==> config.mk <==
export PLATFORM = sky130hd
export DESIGN_NAME = fifo_wr_arbiter
export DESIGN_NICKNAME = d
export VERILOG_FILES = /design/src/rtl/fifo_arb_pkg.sv /design/src/rtl/rr_pick.sv /design/src/rtl/fifo_wr_arbiter.sv
export SDC_FILE = /design/constraint.sdc
export NUM_CORES = 1
export LEC_CHECK = 0
export BUFFER_PORTS_ARGS = -buffer_cell sky130_fd_sc_hd__buf_2
export CAP_MARGIN = 15
export CORE_UTILIZATION = 40
export CTS_BUF_LIST = sky130_fd_sc_hd__clkbuf_2
export CTS_CLUSTER_SIZE = 25
export DETAILED_ROUTE_END_ITERATION = 12
export PLACE_DENSITY = 0.74
export SKIP_LAST_GASP = 1
export SYNTH_ARGS = -nofsm -noshare
export SYNTH_HDL_FRONTEND = slang
export SYNTH_SLANG_ARGS = --single-unit
==> constraint.sdc <==
create_clock -name wr_clk -period 7.1 [get_ports wr_clk]
set_input_delay 1.42 -clock wr_clk [delete_from_list [all_inputs] [get_ports wr_clk]]
set_output_delay 1.42 -clock wr_clk [all_outputs]
set_load 0.01 [all_outputs]
==> src/rtl/fifo_arb_pkg.sv <==
// Shared types and width helpers for the FIFO write-port arbiter.
// Width helpers size the owner index and the beat counter from the module parameters.
package fifo_arb_pkg;

    typedef enum logic [0:0] {
        IDLE  = 1'b0,
        BURST = 1'b1
    } arb_state_t;

    localparam int DEF_NUM_REQ   = 4;
    localparam int DEF_MAX_BURST = 4;

    // A single requester would give clog2 of 0; keep at least one bit.
    function automatic int owner_w(input int num_req);
        return (num_req > 1) ? $clog2(num_req) : 1;
    endfunction

    function automatic int beat_w(input int max_burst);
        return $clog2(max_burst + 1);
    endfunction

endpackage

==> src/rtl/rr_pick.sv <==
// Combinational round-robin selector: first set request searching circularly
// from last_owner+1.
module rr_pick
    import fifo_arb_pkg::*;
#(
    parameter int NUM_REQ = DEF_NUM_REQ,
    parameter int OW      = owner_w(NUM_REQ)
) (
    input  logic [NUM_REQ-1:0] req,
    input  logic [OW-1:0]      last_owner,
    output logic [OW-1:0]      pick,
    output logic               any
);

    int w_best;

    // Rank each request by its circular distance past last_owner; smallest wins.
    always_comb begin
        pick   = '0;
        any    = 1'b0;
        w_best = NUM_REQ;
        for (int j = 0; j < NUM_REQ; j++) begin
            if (req[j] && (((j + NUM_REQ - 1 - int'(last_owner)) % NUM_REQ) < w_best)) begin
                w_best = (j + NUM_REQ - 1 - int'(last_owner)) % NUM_REQ;
                pick   = OW'(j);
                any    = 1'b1;
            end
        end
    end

endmodule

==> src/rtl/fifo_wr_arbiter.sv <==
// Round-robin arbiter sharing the async FIFO write port among NUM_REQ producers,
// granting bounded bursts and honouring the FIFO full flag combinationally.
module fifo_wr_arbiter
    import fifo_arb_pkg::*;
#(
    parameter  int NUM_REQ    = DEF_NUM_REQ,
    parameter  int DATA_WIDTH = 8,
    parameter  int MAX_BURST  = DEF_MAX_BURST,
    localparam int OW         = owner_w(NUM_REQ),
    localparam int CW         = beat_w(MAX_BURST)
) (
    input  logic                          wr_clk,
    input  logic                          rst_n,
    input  logic [NUM_REQ-1:0]            req,
    input  logic [NUM_REQ*DATA_WIDTH-1:0] req_data,
    input  logic [NUM_REQ-1:0]            req_last,
    output logic [NUM_REQ-1:0]            gnt,
    input  logic                          fifo_full,
    output logic                          fifo_wr_en,
    output logic [DATA_WIDTH-1:0]         fifo_wr_data,
    output logic [OW-1:0]                 owner,
    output logic                          busy
);

    arb_state_t            r_state;
    logic [OW-1:0]         r_owner;
    logic [OW-1:0]         r_last_owner;
    logic [CW-1:0]         r_beat_cnt;

    logic [OW-1:0]         w_pick;
    logic                  w_any;
    logic                  w_req_own;
    logic                  w_last_own;
    logic [DATA_WIDTH-1:0] w_word;
    logic                  w_accept;
    logic [CW-1:0]         w_beat_nxt;

    rr_pick #(
        .NUM_REQ (NUM_REQ),
        .OW      (OW)
    ) u_rr_pick (
        .req        (req),
        .last_owner (r_last_owner),
        .pick       (w_pick),
        .any        (w_any)
    );

    always_comb begin
        w_req_own  = 1'b0;
        w_last_own = 1'b0;
        w_word     = '0;
        for (int i = 0; i < NUM_REQ; i++) begin
            if (r_owner == OW'(i)) begin
                w_req_own  = req[i];
                w_last_own = req_last[i];
                w_word     = req_data[i*DATA_WIDTH +: DATA_WIDTH];
            end
        end
    end

    // Full is already registered in the FIFO, so gating on it here is safe and
    // never drops a write that the FIFO could have taken.
    assign w_accept   = (r_state == BURST) & w_req_own & ~fifo_full;
    assign w_beat_nxt = r_beat_cnt + CW'(1);

    always_comb begin
        gnt = '0;
        for (int i = 0; i < NUM_REQ; i++) begin
            if (w_accept && (r_owner == OW'(i))) gnt[i] = 1'b1;
        end
    end

    assign fifo_wr_en   = w_accept;
    assign fifo_wr_data = w_accept ? w_word : '0;
    assign owner        = r_owner;
    assign busy         = (r_state == BURST);

    always_ff @(posedge wr_clk or negedge rst_n) begin
        if (!rst_n) begin
            r_state      <= IDLE;
            r_owner      <= '0;
            r_last_owner <= OW'(NUM_REQ - 1);
            r_beat_cnt   <= '0;
        end else begin
            case (r_state)
                IDLE: begin
                    if (w_any) begin
                        r_owner      <= w_pick;
                        r_last_owner <= w_pick;
                        r_beat_cnt   <= '0;
                        r_state      <= BURST;
                    end
                end
                BURST: begin
                    if (!w_req_own) begin
                        r_state <= IDLE;
                    end else if (w_accept) begin
                        r_beat_cnt <= w_beat_nxt;
                        if (w_last_own || (w_beat_nxt == CW'(MAX_BURST))) r_state <= IDLE;
                    end
                end
                default: r_state <= IDLE;
            endcase
        end
    end

endmodule

==> impl_metrics.tcl, run 1 <==
set metrics [dict create \
    maxCapViolCount 0 \
    rows 16 \
    via_count 893 \
    antenna_found_initial 0 \
    finalSetupViolCount 0 \
    io_pins 59 \
    worstMarginPinSlew_ns 0.689 \
    first_global_vias 850 \
    dieArea_mm2 0.00242 \
    startpoint "req[0]" \
    worstPathMaxFanout 8 \
    max-clock-path-buffers 2 \
    fmax_mhz 215 \
    firstDrtPassIters 4 \
    startpoint_type "input pin" \
    synth_area_um2 891 \
    setup_tns_ns 0 \
    cts_setup_buffers 0 \
    cp.required_ns 7.28 \
    whs_ns 0.526 \
    dp_hpwl_um 1900 \
    synthDistinctLibCells 34 \
    globalRouteOverflowTotal 0 \
    max_slew_margin_pct 54.1 \
    synth_top_area_share_pct 22.8 \
    gp_congestion 0.841 \
    die_w_um 49.2 \
    rsz0062_at_grt "false" \
    p_leak_nw 0.645 \
    port_buffers 58 \
    hold_viol_final 0 \
    synth_edf_count 0 \
    grtUsageTotal_pct 20.5 \
    ys_async_sr_fraction_pct 100 \
    rr_startpoint "r_last_owner[0]$_DFFE_PN1P_" \
    synth_fp_nets 133 \
    viasPerCell 5.25 \
    seq_area_frac_synth_pct 22.8 \
    finalInstanceArea_mm2 0.00120 \
    cts_made_buffers 3 \
    layout-drive-gt1-share_pct 53.1 \
    synth_seq_cells 8 \
    cp_slowest_cell "mux2_2" \
    wl_per_cell_um 13.8 \
    ir_worst_vdd_v 0.000186 \
    cts-hold-fix-buffers 0 \
    htree_num_levels 1 \
    path_clk_slew_ns 0.10 \
    die_height_um 49.2 \
    cts_resized 0 \
    syn_area_per_cell_um2 10.5 \
    placement.cell_area_mm2 0.00118 \
    synthTopCellsByCount "mux4_2, inv_1, dfrtp_1" \
    maxSlewViolCount 0 \
    fin_nets 192 \
    slowest_delay_ns 0.39 \
    period_needed_ns 4.66 \
    antenna_cells 0 \
    drt-total-wl_um 2350 \
    drcViolationCount 0 \
    drt-initial-drc-count 30 \
    synth_ff_type "dfrtp_1" \
    synth_area_leader_cell "mux4_2" \
    grt_pass1_wl_um 3750 \
    period_share_pct 65.7 \
    status "completed" \
    synth_most_common_cell "mux4_2" \
    crit_arrival_ns 4.84 \
    ant_nets 0 \
    crit_chain "buf_2, nand2_1, ha_1, a21o_1, a21boi_0, mux2_2, ha_1, o22ai_1, a22oi_1, mux2_2, ha_1, a211o_1, o211ai_1, a21boi_0" \
    hp-class "flip-flop to flip-flop" \
    worstHoldStart "r_beat_cnt[2]$_DFFE_PN0P_" \
    cts_sinks 8 \
    cts_tree "yes" \
    start_util_pct 44.1 \
    ctsRootBufferMaster "clkbuf_2" \
    crit_top_cell "ha_1" \
    synthCells 85 \
    core_mm2 0.00202 \
    synth_area_leaders "mux4_2, dfrtp_1, ha_1" \
    yosysWarningCount 0 \
    clk_latency_ns 0.25 \
    area_growth_pct 34.7 \
    clock-skew-final_ns 0.00888 \
    worstSetupPathType "input pin to flip-flop" \
    p_per_area_mw_per_mm2 376 \
    end_kind "flip-flop" \
    grt_max_degree 19 \
]
## registers in the layout, indices dropped and copies added (netlist names)
register      cells
busy              1
r_last_owner      2
r_beat_cnt        3
owner             2
## power breakdown
part           switching (W)  leakage, nW  internal [W]   total, W
Clock              0.0000179       0.0166     0.0000150  0.0000328
Sequential         0.0000501       0.0962     0.0000696   0.000120
Combinational       0.000135        0.532      0.000164   0.000299
Total               0.000203        0.645      0.000249   0.000452
## cell usage in the layout (no fill, tap or decap), types with 2 or more instances in the layout
cell type  count
a21boi_0       2
a21o_1         3
a21oi_1        3
and2b_1        4
buf_2         58
clkbuf_2       4
dfrtp_1        6
dfstp_2        2
ha_1           5
inv_1          7
mux2_2         2
mux4_2         9
nand2_1        4
nand3_1        3
nor2_1         5
nor2b_1        4
nor3_1         2
nor3b_1        2
o21ai_0        5
## area by class of cell
type	count	area (µm²)
repair buffers	58	290
well taps	27	33.8
flip-flops and latches	8	203
multi-input cells	66	627
inverters	7	26.3
clock buffers	4	20.0
fillers	187	822
## routing by layer
layer  global-route usage (%)  vias up  wire (µm)
met4                     11.8        0         46
met5                        0        -          0
met1                     22.7      394        939
met2                     34.0       49       1160
li1                         -      442          -
met3                     6.54        8        204
## cells by family after synthesis
logic type	synth area share, %
AO/OA/AOI/OAI	14.9
buffers and inverters	6.88
XOR/XNOR	0.983
flip-flops	22.8
multiplexers	28.2
adder cells (fa/ha/maj)	7.02
AND/OR/NAND/NOR	19.2
## path summary, 6_finish.rpt
kind                                               endpoint  slack, ns  cells after the start
worst max-delay path            r_last_owner[1]$_DFFE_PN1P_       2.44                     14
worst min-delay path              r_beat_cnt[2]$_DFFE_PN0P_       0.53                      2
worst max register to register  r_last_owner[1]$_DFFE_PN1P_       2.97                     14
worst min register to register    r_beat_cnt[2]$_DFFE_PN0P_       0.53                      2
max in group asynchronous       r_last_owner[1]$_DFFE_PN1P_       5.87                      1
min in group asynchronous              owner[0]$_DFFE_PN0P_       1.00                      1
## critical path, delay by kind of cell
| family | cells | cell delay [ns] |
|---|---|---|
| fa+ha+maj | 3 | 0.88 |
| compound gates | 7 | 1.53 |
| simple gates | 1 | 0.10 |
| mux | 2 | 0.77 |
| buf+inv | 1 | 0.15 |
## metrics by stage
stage	total power (W)	cells	util (%)	worst slack (ns)
global placement	0.000406	166	58.4	2.34
detailed placement	0.000419	166	58.4	2.17
finish	0.000452	170	59.3	2.44
CTS	0.000453	170	59.3	2.45
global route	0.000489	170	59.3	2.24
floorplan	0.000351	85	-	2.63
(Power assumes the default switching activity.)
==> run 2: changes to the inputs <==
Settings changed: ABC_AREA from default to 1.
Clock period 7.1 ns to 4.46 ns, I/O delays scaled along.
==> run 2 against run 1 <==
  * Cell count rose by 31%
  * Synthesized area up 0.14%
  * Combinational power rose by 68%
  * Utilization up 0.99 points
  * Global-route usage increased by 1.6 points
  * Worst setup slack lost 1.1 ns
  * Register-to-register slack worse by 1.6 ns
  * Routed wire length increased by 4.9%
  * Power up 57%
  * Final area increased by 1.7%
  * Critical endpoint is now owner[1]$_DFFE_PN0P_
  * Largest cell class unchanged
==> impl_metrics.tcl, run 2 <==
set metrics [dict create \
    seq_area_frac_synth_pct 22.7 \
    worstMarginPinSlew_ns 0.474 \
    port_buffers 58 \
    crit_chain "buf_2, nand2_1, ha_1, nand3_1, nand3_1, o21ai_0, ha_1, inv_1, nor2_1, nand2_1, nand3_1, nand2_1, o21ai_0, ha_1, inv_1, nor2_1, nand2_1, nand3_1, nand2_1, nand2_1, nand2_1" \
    cts_setup_buffers 0 \
    dieArea_mm2 0.00242 \
    rsz0062_at_grt "false" \
    grt_max_degree 15 \
    synth_seq_cells 8 \
    synth_area_um2 892 \
    synth_top_family_by_area "simple AND/OR/NAND/NOR gates" \
    globalRouteOverflowTotal 0 \
    cts_tree "yes" \
    period_share_pct 70.8 \
    grtUsageTotal_pct 22.0 \
    ctsRootBufferMaster "clkbuf_2" \
    drt-total-wl_um 2470 \
    layout_common_cells "buf_2, nand2_1, inv_1, nor2_1, inv_2" \
    grt_pass1_wl_um 4170 \
    synth_area_leaders "nand2_1, dfrtp_1, ha_1" \
    ys_async_sr_fraction_pct 100 \
    largest_register_ffs 3 \
    synth_most_common_cell "nand2_1" \
    p_leak_nw 0.696 \
    htree_num_levels 1 \
    synth-simple-area-share_pct 35.3 \
    p_per_area_mw_per_mm2 581 \
    synthCells 135 \
    clk_latency_ns 0.25 \
    synth_ff_type "dfrtp_1" \
    antenna_cells 0 \
    area_growth_pct 36.7 \
    synth_fp_nets 183 \
    cp.required_ns 4.59 \
    synth_top_area_share_pct 19.8 \
    maxSlewViolCount 0 \
    setup_tns_ns 0 \
    max_slew_margin_pct 68.2 \
    status "completed" \
    drcViolationCount 0 \
    drt-initial-drc-count 19 \
    synth_xor_area_share_pct 0.982 \
    dp_slack_ns 1.07 \
    muxShareOfSynthArea_pct 0 \
    cts_sinks 8 \
    synth_edf_count 0 \
    setup_slack_ns 1.30 \
    fmax_mhz 317 \
    rows 16 \
    start_util_pct 44.1 \
    synth_area_leader_cell "nand2_1" \
    antenna_found_initial 0 \
    cts_resized 0 \
    wl_per_cell_um 11.1 \
    yosysWarningCount 0 \
    total_power_w 0.000708 \
    die_w_um 49.2 \
    startpoint_type "input pin" \
    end_kind "flip-flop" \
    hp-class "input pin to asynchronous set/reset pin" \
    fin_nets 244 \
    firstDrtPassIters 4 \
    crit_top_cell "nand2_1" \
    synthTopCellsByCount "nand2_1, inv_1, nor2_1, inv_2" \
    crit_arrival_ns 3.28 \
    layout-drive-gt1-share_pct 42.1 \
    max-clock-path-buffers 2 \
    gp_congestion 0.818 \
    ir_worst_vdd_v 0.000400 \
    synth_fa_ha_area_share_pct 7.01 \
    finalSetupViolCount 0 \
    worstPathMaxFanout 6 \
    core_mm2 0.00202 \
    period_needed_ns 3.16 \
    ant_nets 0 \
    cts-hold-fix-buffers 0 \
    cts_made_buffers 3 \
    cp_slowest_cell "ha_1" \
    first_global_vias 1011 \
    syn_area_per_cell_um2 6.61 \
    layout_commonest_cell "buf_2" \
    viasPerCell 5.05 \
    slowest_delay_ns 0.28 \
    hold_viol_final 0 \
    clock-skew-final_ns 0.0150 \
    dp_hpwl_um 2050 \
    synthDistinctLibCells 27 \
    die_height_um 49.2 \
    synth_compound_area_share_pct 24.1 \
    io_pins 59 \
    max_flop_register "r_beat_cnt" \
    worstSetupPathType "input pin to flip-flop" \
    maxCapViolCount 0 \
    via_count 1121 \
    path_clk_slew_ns 0.09 \
]
==> run 2: changes by cell type in the layout (fill, tap and decap cells not counted), moves of 5 or more <==
cell / change
nand2_1: +43
inv_1: +5
mux4_2: -9
nor2_1: +7
inv_2: +7
a221oi_1: +5
==> run 2: worst paths after layout <==
path | start | endpoint | slack [ns] | cells past startpoint
hold / removal | rst_n | r_beat_cnt[0]$_DFFE_PN0P_ | 0.46 | 1
min in group wr_clk | r_last_owner[0]$_DFFE_PN1P_ | r_last_owner[0]$_DFFE_PN1P_ | 0.51 | 2
setup / recovery | req[0] | owner[1]$_DFFE_PN0P_ | 1.30 | 21
hold reg to reg | r_last_owner[0]$_DFFE_PN1P_ | r_last_owner[0]$_DFFE_PN1P_ | 0.51 | 2
max in group asynchronous | rst_n | r_last_owner[0]$_DFFE_PN1P_ | 3.74 | 1
setup reg to reg | r_last_owner[1]$_DFFE_PN1P_ | owner[1]$_DFFE_PN0P_ | 1.34 | 20
==> run 2: through the flow <==
step / hold WS [ns] / util, % / cells / instance area (µm²)
after floorplan: 0.473 / - / 135 / 892
after global placement: 0.492 / 59.3 / 218 / 1200
after detailed placement: 0.502 / 59.3 / 218 / 1200
after CTS: 0.456 / 60.3 / 222 / 1220
after global routing: 0.460 / 60.3 / 222 / 1220
final: 0.465 / 60.3 / 222 / 1220
==> run 2: cell families (layout without fill, tap and decap cells) <==
kind of cell             Yosys count  after routing
AO/OA/AOI/OAI                     27             27
XOR/XNOR                           1              1
adder cells (fa/ha/maj)            5              5
buffers and inverters             21             81
flip-flops                         8              8
AND/OR/NAND/NOR                   73             73
==> run 2: metal layers <==
metal	vias up	track usage (%)	share of wire (%)
li1	575	-	-
met1	484	24.0	42
met2	58	40.9	48
met3	4	3.74	9.1
met4	0	9.80	1.4
met5	-	0	0
==> run 2: worst max-delay path: cells and delay by family <==
kind,cells,cell delay (ns)
fa+ha+maj,3,0.82
simple gates,13,1.04
compound gates,2,0.31
buf+inv,3,0.22
==> run 2: where the power goes <==
| group | leakage, nW | switching (W) | internal (W) |
|---|---|---|---|
| logic | 0.581 | 0.000308 | 0.000193 |
| registers | 0.0977 | 0.0000466 | 0.000111 |
| clock network | 0.0166 | 0.0000260 | 0.0000238 |
==> run 2: cell type report <==
| type | instances | area (µm²) |
|---|---|---|
| Fill cell | 210 | 802 |
| Multi-Input combinational cell | 106 | 602 |
| Timing Repair Buffer | 58 | 290 |
| Sequential cell | 8 | 203 |
| Inverter | 19 | 71.3 |
| Tap cell | 27 | 33.8 |
| Clock buffer | 4 | 20.0 |
==> run 3: changes to the inputs <==
Settings changed: CORE_UTILIZATION 40 to 39, PLACE_DENSITY 0.74 to 0.75.
Clock period 4.46 ns to 2.8 ns, I/O delays scaled along.
==> run 3 against run 2 <==
  * Flip-flop and latch count did not move
  * Global-route usage increased by 0.35 points
  * Count of clock-buffer cells in the layout unchanged
  * Register-to-register slack worse by 1.5 ns
  * Final area up 10%
  * Largest power group unchanged
  * The run now ends with negative setup slack left
  * Clock power grew 64%
==> impl_metrics.tcl, run 3 (synthesis gave the netlist of run 2 again) <==
set metrics [dict create \
    status "finished, violations left" \
    violations "negative setup slack" \
    whs_ns 0.137 \
    antenna_found_initial 0 \
    max_flop_register "r_beat_cnt" \
    dp_hpwl_um 2200 \
    dieArea_mm2 0.00248 \
    p_per_area_mw_per_mm2 990 \
    area_growth_pct 50.9 \
    max_slew_margin_pct 69.4 \
    setup_slack_ns -0.114 \
    end_kind "flip-flop" \
    dp_cells 224 \
    layout-drive-gt1-share_pct 49.0 \
    drt-total-wl_um 2800 \
    fillerInstances 183 \
    port_buffers 58 \
    globalRouteOverflowTotal 0 \
    cts_sinks 8 \
    core_mm2 0.00206 \
    startpoint_type "flip-flop" \
    rows 16 \
    total_power_w 0.00133 \
    antenna_cells 0 \
    clock-skew-final_ns 0.00554 \
    rsz0062_at_grt "true" \
    crit_arrival_ns 3.06 \
    period_needed_ns 2.91 \
    p_leak_nw 0.754 \
    placement.cell_area_mm2 0.00124 \
    wl_per_cell_um 12.1 \
    first_global_vias 1082 \
    cts_made_buffers 3 \
    die_w_um 49.8 \
    period_share_pct 104 \
    worstSetupPathType "flip-flop to flip-flop" \
    start_util_pct 43.3 \
    ff2ff_path_depth 21 \
    grt_pass1_wl_um 4360 \
    worstPathMaxFanout 4 \
    layout_common_cells "buf_2, nand2_1, inv_1, nor2_1, buf_4" \
    max-clock-path-buffers 2 \
    dp_slack_ns -0.139 \
    die_height_um 49.8 \
    htree_num_levels 1 \
    layout_commonest_cell "buf_2" \
    finalInstanceArea_mm2 0.00135 \
    viasPerCell 5.04 \
    drt-initial-drc-count 11 \
    cp.required_ns 2.95 \
    hold_viol_final 0 \
    path_clk_slew_ns 0.09 \
    grtUsageTotal_pct 22.4 \
    maxSlewViolCount 0 \
    ir_worst_vdd_v 0.000609 \
    register_area_um2 203 \
    largest_register_ffs 3 \
    gp_congestion 0.857 \
    stdcell_count 231 \
    r2r_end "owner[1]$_DFFE_PN0P_" \
    cts_tree "yes" \
    ant_nets 0 \
    fmax_mhz 343 \
    ff2ff_setup_slack_ns -0.11 \
    ctsRootBufferMaster "clkbuf_2" \
    via_count 1164 \
    drcViolationCount 0 \
    clk_latency_ns 0.25 \
    firstDrtPassIters 4 \
    rr_startpoint "r_last_owner[1]$_DFFE_PN1P_" \
    worstMarginPinSlew_ns 0.456 \
    grt_max_degree 15 \
    multi_input_area_um2 661 \
    maxCapViolCount 0 \
    cts-hold-fix-buffers 0 \
    hp-class "input pin to asynchronous set/reset pin" \
    finalSetupViolCount 4 \
    io_pins 59 \
    fin_nets 253 \
]
run 3: cell types whose count changed in the layout (fill, tap and decap cells not counted):
cell / before / now
o21ai_4: 0 / 1
nand3_4: 0 / 1
o21ai_1: 3 / 4
nand2_1: 47 / 44
o21ai_0: 6 / 4
xor2_1: 1 / 0
nand3_2: 0 / 3
buf_4: 0 / 9
nand2_4: 0 / 1
nand3_1: 5 / 1
nand2_2: 2 / 4
xor2_2: 0 / 1
run 3: stage by stage:
stage               setup TNS [ns]  utilization, %
global route                 -1.50            65.3
global placement           -0.0333            60.4
finish                      -0.384            65.3
detailed placement          -0.517            60.4
floorplan                        0               -
CTS                              0            63.0
run 3: final cells by class:
class	count	share of cell area (%)
inverters	19	5.30
multi-input cells	106	49.1
repair buffers	67	26.6
well taps	27	2.51
clock buffers	4	1.49
flip-flops and latches	8	15.1
run 3: power by group:
part	total [W]	switching [W]	internal, W
Sequential	0.000245	0.0000696	0.000176
Combinational	0.00101	0.000597	0.000409
Clock	0.0000819	0.0000440	0.0000380
Total	0.00133	0.000711	0.000622
run 3: how the worst max path moves through the flow:
stage	slack (ns)	endpoint	startpoint
2_1_floorplan	0.01	owner[1]$_DFFE_PN0P_	r_last_owner[1]$_DFFE_PN1P_
3_3_place_gp	-0.03	owner[1]$_DFFE_PN0P_	r_last_owner[1]$_DFFE_PN1P_
3_5_place_dp	-0.14	owner[0]$_DFFE_PN0P_	r_last_owner[1]$_DFFE_PN1P_
4_1_cts	0.001	owner[0]$_DFFE_PN0P_	r_last_owner[1]$_DFFE_PN1P_
5_1_grt	-0.32	owner[1]$_DFFE_PN0P_	r_last_owner[1]$_DFFE_PN1P_
6_report	-0.11	owner[1]$_DFFE_PN0P_	r_last_owner[1]$_DFFE_PN1P_
run 3: what timing repair did:
item | in CTS | in global routing
setup endpoints to repair | 4 | 9
setup buffers | 1 | 2
endpoints found under the hold margin | 0 | 0
pin swaps | 2 | 14
gates resized for setup | 5 | 8
run 3: critical path: stages, from the launching register on:
cell and delay, ns:
dfstp_2 0.57, xor2_2 0.17, ha_1 0.26, nand3_2 0.10
nand3_4 0.11, nand2_4 0.09, o21ai_4 0.05, ha_1 0.29
inv_1 0.06, nor2_1 0.03, nand2_1 0.07, nand3_2 0.10
nand2_1 0.08, o21ai_1 0.07, ha_1 0.29, inv_1 0.04
nor2_1 0.10, nand2_1 0.08, nand3_2 0.07, nand2_1 0.06
nand2_1 0.07, nand2_1 0.06
run 3: layer usage:
metal  share of wire [%]  global-route usage [%]  vias to the layer above
li1                    -                       -                      598
met1                  42                    25.1                      503
met2                  49                    42.3                       60
met3                 8.2                    2.47                        3
met4                 1.0                    8.57                        0
met5                   0                       0                        -
